==> src/rtl/adc_sample_capture.sv <==
// Latches DB_18 LATCH_DLY edges after RD_18 falls into a 2^ADDR_W FWFT FIFO; head visible the edge after the push.
// Backpressure: m_ready pops the head; a capture arriving on a full FIFO with no pop is dropped and flagged.
module adc_sample_capture #(
    parameter int DATA_W    = 12,
    parameter int ADDR_W    = 4,
    parameter int LATCH_DLY = 4
) (
    input  logic              clk_100M,
    input  logic              Reset,
    input  logic              RD_18,
    input  logic [DATA_W-1:0] DB_18,
    input  logic              enable,
    input  logic              clear_flags,
    output logic [DATA_W-1:0] m_data,
    output logic              m_valid,
    input  logic              m_ready,
    output logic [ADDR_W:0]   fifo_count,
    output logic              overflow,
    output logic              rd_short,
    output logic [31:0]       sample_cnt
);
    localparam int DEPTH = 1 << ADDR_W;
    localparam int CNT_W = $clog2(LATCH_DLY + 1);

    typedef enum logic [1:0] {S_IDLE, S_WAIT, S_PUSH, S_HOLD} state_t;

    state_t            state, state_nxt;
    logic [CNT_W-1:0]  cnt, cnt_nxt;
    logic              rd_prev;
    logic              fall, capture, short_err;
    logic [DATA_W-1:0] cap;
    logic [DATA_W-1:0] mem [DEPTH];
    logic [ADDR_W-1:0] wr_ptr, rd_ptr;
    logic [ADDR_W:0]   count;
    logic              full, push, pop, drop;

    assign fall = rd_prev & ~RD_18;

    always_ff @(posedge clk_100M) begin
        if (Reset) begin
            state <= S_IDLE;
            cnt   <= '0;
        end else begin
            state <= state_nxt;
            cnt   <= cnt_nxt;
        end
    end

    always_comb begin
        state_nxt = state;
        cnt_nxt   = cnt;
        capture   = 1'b0;
        short_err = 1'b0;
        unique case (state)
            S_IDLE: begin
                if (fall && enable) begin
                    state_nxt = S_WAIT;
                    cnt_nxt   = CNT_W'(1);
                end
            end
            // The latch edge itself samples the bus regardless of RD; only earlier rises abort.
            S_WAIT: begin
                if (cnt == CNT_W'(LATCH_DLY)) begin
                    capture   = 1'b1;
                    state_nxt = S_PUSH;
                end else if (RD_18) begin
                    short_err = 1'b1;
                    state_nxt = S_IDLE;
                end else begin
                    cnt_nxt = cnt + CNT_W'(1);
                end
            end
            S_PUSH: state_nxt = S_HOLD;
            S_HOLD: begin
                if (RD_18) state_nxt = S_IDLE;
            end
            default: state_nxt = S_IDLE;
        endcase
    end

    // A pop in the push cycle frees the slot, so a full FIFO still accepts the word.
    assign full       = (count == (ADDR_W + 1)'(DEPTH));
    assign m_valid    = (count != '0);
    assign pop        = m_valid & m_ready;
    assign push       = (state == S_PUSH) & (~full | pop);
    assign drop       = (state == S_PUSH) & full & ~pop;
    assign m_data     = m_valid ? mem[rd_ptr] : '0;
    assign fifo_count = count;

    always_ff @(posedge clk_100M) begin
        if (Reset) begin
            rd_prev    <= 1'b0;
            cap        <= '0;
            wr_ptr     <= '0;
            rd_ptr     <= '0;
            count      <= '0;
            overflow   <= 1'b0;
            rd_short   <= 1'b0;
            sample_cnt <= '0;
        end else begin
            rd_prev <= RD_18;
            if (capture) cap <= DB_18;
            if (push) begin
                wr_ptr     <= wr_ptr + ADDR_W'(1);
                sample_cnt <= sample_cnt + 32'd1;
            end
            if (pop) rd_ptr <= rd_ptr + ADDR_W'(1);
            count <= count + {{ADDR_W{1'b0}}, push} - {{ADDR_W{1'b0}}, pop};
            if (drop)             overflow <= 1'b1;
            else if (clear_flags) overflow <= 1'b0;
            if (short_err)        rd_short <= 1'b1;
            else if (clear_flags) rd_short <= 1'b0;
        end
    end

    always_ff @(posedge clk_100M) begin
        if (push) mem[wr_ptr] <= cap;
    end

endmodule

==> config.mk <==
export PLATFORM = sky130hd
export DESIGN_NAME = adc_sample_capture
export DESIGN_NICKNAME = d
export VERILOG_FILES = /design/src/rtl/adc_sample_capture.sv
export SDC_FILE = /design/constraint.sdc
export NUM_CORES = 1
export LEC_CHECK = 0
export ABC_AREA = 0
export BUFFER_PORTS_ARGS = -buffer_cell sky130_fd_sc_hd__buf_2
export CORE_ASPECT_RATIO = 0.5
export CORE_MARGIN = 4
export CORE_UTILIZATION = 50
export CTS_BUF_LIST = sky130_fd_sc_hd__clkbuf_4 sky130_fd_sc_hd__clkbuf_8
export DETAILED_ROUTE_END_ITERATION = 10
export HOLD_SLACK_MARGIN = 0.02
export PLACE_DENSITY = 0.81
export SLEW_MARGIN = 20
export SYNTH_ARGS = -nofsm -noshare
export SYNTH_HDL_FRONTEND = slang
export SYNTH_SLANG_ARGS = --single-unit
export TNS_END_PERCENT = 5
==> constraint.sdc <==
create_clock -name clk_100M -period 2.82 [get_ports clk_100M]
set_input_delay 0.282 -clock clk_100M [delete_from_list [all_inputs] [get_ports clk_100M]]
set_output_delay 0.282 -clock clk_100M [all_outputs]
set_load 0.01 [all_outputs]
==> results of run 1 <==
==> worst paths after layout <==
path / endpoint / cells past startpoint
max: fifo_count[4] / 14
max reg2reg: fifo_count[4] / 14
min: rd_short / 3
min reg2reg: register / 2
==> state kept, by name, summed over array words and instances, names as in the netlist, named ones only <==
name        count
overflow        1
mem           192
rd_ptr          4
cap            12
wr_ptr          4
cnt             3
fifo_count      5
rd_prev         1
state           2
rd_short        1
sample_cnt     32
==> stage by stage <==
stage	instances	setup TNS [ns]	total power, W	utilization (%)	cell area, µm²
global placement	1015	0	0.00589	54.9	11300
detailed placement	1015	-0.0852	0.00595	54.9	11300
global route	1092	-0.00617	0.00914	58.9	12100
CTS	1091	0	0.00874	58.8	12100
finish	1092	0	0.00873	58.9	12100
floorplan	678	0	0.00547	-	10500
==> timing repair <==
item | CTS | global route
endpoints found under the hold margin | 12 | 0
buffers inserted | 0 | 1
hold buffers | 12 | 0
gates resized for setup | 3 | 4
endpoints found under the setup margin | 13 | 1
==> cell type report <==
type | count | area (µm²) | share of cell area (%)
multi-input cells | 362 | 3170 | 26.1
inverters | 20 | 75.1 | 0.618
well taps | 273 | 342 | 2.81
repair buffers | 112 | 723 | 5.96
flip-flops and latches | 261 | 7150 | 58.9
clock inverters | 12 | 62.6 | 0.515
clock buffers | 52 | 616 | 5.07
==> per-layer routing <==
metal  GRT usage [%]  vias to the layer above  share of wire, %
met1            26.7                     3116                42
met2            29.8                      250                47
li1                -                     2884                 -
met4            5.70                        0               2.3
met3            4.51                       49               8.8
met5               0                        -                 0
==> kinds of logic after synthesis <==
logic type,synth area share (%)
compound gates,5.76
xor+xnor,1.25
fa+ha+maj,1.86
buf+inv,2.12
flops,68.1
mux,12.9
simple gates,8.06
==> worst reg2reg max path, stage by stage, from the launching register on <==
cell and delay, ns:
dfxtp_2 0.33, inv_1 0.09, ha_1 0.17, or4b_4 0.47, nand2_2 0.11, inv_1 0.05
ha_1 0.26, inv_1 0.06, ha_1 0.15, inv_1 0.06, fa_2 0.35, nor2b_2 0.15
o21bai_1 0.11, a21oi_2 0.15, nor3b_2 0.06
==> placed cells by master (no fill, tap or decap), types with 3 or more instances in the layout <==
master         netlist  final
a21oi_1             43     41
and2_1               3      3
and3_1              20     20
and4_1               3      3
buf_2                7     69
buf_4                0     29
clkbuf_4             0     16
clkbuf_8             0     36
clkinv_1             0      7
dfxtp_1             69     65
dfxtp_2              0      3
dlygate4sd3_1        0     12
edfxtp_1           192    192
ha_1                14     14
inv_1               20     20
inv_6                0      3
mux2i_1             26     26
mux4_2              48     48
nand2_1             38     36
nand3_1             13     13
nand4_1              9      9
nor2_1              24     24
nor2b_1              9      8
o2111ai_1            4      4
o211ai_1             5      5
o21ai_0             14     14
o22ai_1             12     12
o31ai_1             13     13
or3_1               11     11
or4_1               14     14
xnor2_1              5      5
xor2_1              10     10
==> power by group through the flow <==
stage / sequential, W / combinational, W / clock [W]
after global routing: 0.00420 / 0.00190 / 0.00304
final: 0.00420 / 0.00174 / 0.00279
after floorplan: 0.00427 / 0.00121 / 0
after global placement: 0.00427 / 0.00162 / 0
after CTS: 0.00420 / 0.00171 / 0.00283
after detailed placement: 0.00428 / 0.00167 / 0
==> results.yml, run 1 <==
outcome:
  status: "complete, no violations"
sta:
  fin_crit_ns: 2.67
  setup_ws_ns: 0.152
  skew_ns: 0.0196
  max_slew_margin_pct: 50.0
  finalSetupViolCount: 0
  fin_crit_sh_pct: 94.6
  finalHoldViolCount: 0
  whs_ns: 0.0518
  timing.fmax_mhz: 375
  drv_slew: 0
  worstMarginPinSlew_ns: 0.748
detailed_routing:
  ant_nets: 0
  drt_iter0_markers: 565
  drc: 0
  via_count: 6299
  drtPass1Iterations: 5
  wirelength_um: 22200
  drt-vias-per-instance: 5.77
  wl_per_cell_um: 20.3
pwr:
  power.density_nw_per_um2: 719
  p_seq_share_pct: 48.1
  p_leak_nw: 4.17
  ir_worst_vdd_mv: 0.353
  p_int_w: 0.00642
  comb_power_share_pct: 20.0
  clkPwrFrac_pct: 32.0
  p_sw_share_pct: 26.5
  p_sw_w: 0.00231
clock_tree:
  cts.sinks: 261
  worst_skew_pair.late_latency_ns: 0.52
  tritoncts: "built"
  root_buffer: "clkbuf_8"
  cts_buffers: 36
  clk_pin_slew_ns: 0.07
  htree_levels: 2
  cts_max_path_buffers: 3
logic_synthesis:
  synthTopCellsByCount: "192 x edfxtp_1, 69 x dfxtp_1, 48 x mux4_2"
  seq_area_frac_synth_pct: 68.1
  yosysMostFrequentCell: "edfxtp_1"
  yosysWarnings: 0
  synth_top_area_share_pct: 54.9
  synth_edf_count: 192
  ys.flop_type: "edfxtp_1"
  yosys-top-cells-area: "edfxtp_1 55%, dfxtp_1 13%, mux4_2 10%"
  synth.distinct_cells: 45
  syn_area_um2: 10500
  synthArstFlopShare_pct: 0
  synth_cells: 678
  avgSynthCellArea_um2: 15.5
  syn_nets: 711
  yosysTopAreaCell: "edfxtp_1"
  ys_ff_latch: 261
global_route:
  antenna_found_initial: 0
  grt_max_degree: 49
  grt_pass1_vias: 6332
  track_usage_pct: 19.0
  grt_pass1_wl_um: 34900
  grt.overflow.total: 0
critical_path:
  critPathTopFamily: "adder cells"
  crit_path_cell_trace: "inv_1 -> ha_1 -> or4b_4 -> nand2_2 -> inv_1 -> ha_1 -> inv_1 -> ha_1 -> inv_1 -> fa_2 -> nor2b_2 -> o21bai_1 -> a21oi_2 -> nor3b_2"
  crit_path_start: "fifo_count[2]"
  critPathMaxFanout: 3
  cp_common_cell: "inv_1"
  critPathSlowestCell: "or4b_4"
  path_class: "register to register"
  slowest_delay_ns: 0.47
  worst_setup_path_start_kind: "register"
  critPathBufInv: 4
  endpoint_kind: "register"
  critPathRequiredTime_ns: 3.21
  r2r-start: "fifo_count[2]"
  r2r_setup_slack_ns: 0.15
  critical_path_arrival_ns: 3.06
layout:
  nFillCells: 1501
  area_growth_pct: 15.6
  drive_gt1_share_pct: 27.1
  num_antenna_cells: 0
  fin_nets: 826
place:
  place.gp.congestion: 0.758
  hpwl_um: 13600
  dp_slack_ns: -0.0852
  numPortBuffers: 69
worst_hold_path:
  min_from: "RD_18"
  hp-class: "primary input to register"
die:
  start_util_pct: 51.0
  num_rows: 37
  die_w_um: 213
  core_um2: 20600
  dieHeight_um: 110
  dieArea_um2: 23500
  boundaryPins: 70
job:
  drv_cap: 0
Note: power is estimated with default switching activity, not from simulation.
==> run 2: changes to the inputs <==
==> constraint.sdc (replaced) <==
create_clock -name clk_100M -period 2.4 [get_ports clk_100M]
set_input_delay 0.24 -clock clk_100M [delete_from_list [all_inputs] [get_ports clk_100M]]
set_output_delay 0.24 -clock clk_100M [all_outputs]
set_load 0.01 [all_outputs]
==> run 2 against run 1 <==
Clock power is 30% higher. Routed wire length is 11% higher. Non-clock buffer count increased by 32. Design area up 4.4%. Sequential share of layout area fell by 2.5 points. The run now ends with setup timing left. Register-to-register slack worse by 0.29 ns. Fmax grew 5.3%. Sequential power rose by 17%. Count of clock-buffer cells in the layout increased by 3. Clock skew grew 0.0022 ns. Setup slack lost 0.29 ns.
==> results.yml, run 2 (synthesis gave the netlist of run 1 again) <==
outcome:
  status: "finished with violations"
  violations: "setup timing"
global_route:
  grt_pass1_vias: 6681
  antenna_found_initial: 1
  grt_pass1_wl_um: 38000
  grt.overflow.total: 0
  grt_max_degree: 44
  track_usage_pct: 21.0
detailed_routing:
  wirelength_um: 24600
  drt-vias-per-instance: 5.90
  ant_nets: 0
  via_count: 6650
  wl_per_cell_um: 21.9
  drc: 0
  drt_iter0_markers: 618
  drtPass1Iterations: 5
layout:
  nFillCells: 1442
  largest_register_ff_count: 192
  reg_top3: "mem (192), sample_cnt (32), cap (12)"
  multi_input_area_um2: 3270
  drive_gt1_share_pct: 31.9
  largest_register: "mem"
  seqCellArea_um2: 7150
  final_common_cell: "edfxtp_1"
  area_growth_pct: 20.8
  stdcell_area_um2: 12700
  final_cell_mix: "192 x edfxtp_1, 69 x buf_2, 65 x dfxtp_1"
  fin_nets: 858
  fin_util_pct: 61.5
die:
  dieHeight_um: 110
  dieArea_um2: 23500
  die_w_um: 213
  start_util_pct: 51.0
  boundaryPins: 70
  num_rows: 37
  core_um2: 20600
pwr:
  totalPowerFinal_w: 0.0113
  power.density_nw_per_um2: 888
  p_leak_nw: 4.43
  ir_worst_vdd_mv: 0.401
sta:
  fin_crit_ns: 2.53
  drv_slew: 0
  fin_crit_sh_pct: 106
  timing.fmax_mhz: 395
  rsz0062_at_grt: "yes"
  max_slew_margin_pct: 50.5
  worstMarginPinSlew_ns: 0.743
  finalHoldViolCount: 0
  skew_ns: 0.0218
  setup_ws_ns: -0.134
  setup_tns_ns: -1.03
  finalSetupViolCount: 14
clock_tree:
  cts.sinks: 261
  htree_levels: 2
  clk_pin_slew_ns: 0.06
  cts_buffers: 36
  worst_skew_pair.late_latency_ns: 0.53
  cts_max_path_buffers: 3
  root_buffer: "clkbuf_8"
  tritoncts: "built"
critical_path:
  crit_path_cell_trace: "inv_2 -> ha_4 -> or4b_4 -> nand2_4 -> inv_2 -> ha_4 -> inv_2 -> ha_4 -> inv_2 -> fa_2 -> nor2b_4 -> o21bai_4 -> a21oi_2 -> nor3b_2"
  critPathMaxFanout: 2
  worst_setup_path_start_kind: "register"
  critPathSlowestCell: "or4b_4"
  critPathBufInv: 4
  endpoint_kind: "register"
  cp_common_cell: "inv_2"
  critical_path_arrival_ns: 2.91
  critPathTopFamily: "adder cells"
  slowest_delay_ns: 0.49
  path_class: "register to register"
  critPathRequiredTime_ns: 2.78
place:
  numPortBuffers: 69
  dp_slack_ns: -0.199
  post_dp_cell_area_um2: 11500
  hpwl_um: 14500
  place.gp.congestion: 0.826
worst_hold_path:
  hp-class: "primary input to register"
job:
  drv_cap: 0
==> run 2: changes by cell type in the layout (fill, tap and decap cells not counted), moves of 4 or more <==
cell      delta
buf_4       +19
buf_6        +7
clkbuf_8     +4
clkinv_1     -4
inv_1        -5
inv_2        +5
==> run 2: final cells by class <==
| class | instances | share of cell area (%) |
|---|---|---|
| Multi-Input combinational cell | 362 | 25.8 |
| Antenna cell | 1 | 0.0197 |
| Tap cell | 273 | 2.69 |
| Timing Repair Buffer | 144 | 8.38 |
| Sequential cell | 261 | 56.4 |
| Inverter | 20 | 0.592 |
| Clock buffer | 55 | 5.23 |
| Clock inverter | 11 | 0.868 |
==> run 2: path summary, 6_finish.rpt <==
kind	end	from	cells after the start	slack, ns
max	fifo_count[4]	fifo_count[3]	14	-0.13
min	overflow	clear_flags	4	0.06
max reg2reg	fifo_count[4]	fifo_count[3]	14	-0.13
min reg2reg	overflow	overflow	2	0.49
==> run 2: power breakdown <==
| part | internal (W) | total (W) | leakage [nW] | switching (W) |
|---|---|---|---|---|
| Clock | 0.00199 | 0.00362 | 0.406 | 0.00163 |
| Combinational | 0.00146 | 0.00272 | 1.68 | 0.00127 |
| Sequential | 0.00485 | 0.00491 | 2.34 | 0.0000624 |
==> run 2: through the flow <==
stage          hold slack, ns  cells
5_1_grt                 0.108   1127
3_3_place_gp            0.462   1034
3_5_place_dp            0.474   1034
4_1_cts                0.0386   1118
2_1_floorplan           0.376    678
6_report               0.0627   1127
==> run 2: routing by layer <==
layer	wire, µm	track usage (%)
met3	2440	4.94
met4	441	5.40
met5	0	0
met1	10100	30.4
met2	11700	32.4
==> run 2: worst register-to-register path, stage by stage, from the launching register on <==
cell	delay, ns
dfxtp_2	0.32
inv_2	0.07
ha_4	0.14
or4b_4	0.49
nand2_4	0.09
inv_2	0.05
ha_4	0.23
inv_2	0.06
ha_4	0.12
inv_2	0.04
fa_2	0.38
nor2b_4	0.16
o21bai_4	0.07
a21oi_2	0.13
nor3b_2	0.06
==> run 2: what timing repair did <==
action / CTS / global route
resized for setup: 17 / 13
pin swaps: 7 / 3
buffers inserted: 2 / 8
cloned: 3 / 0
hold buffers: 13 / 0
endpoints found under the setup margin: 14 / 15
endpoints found under the hold margin: 13 / 0
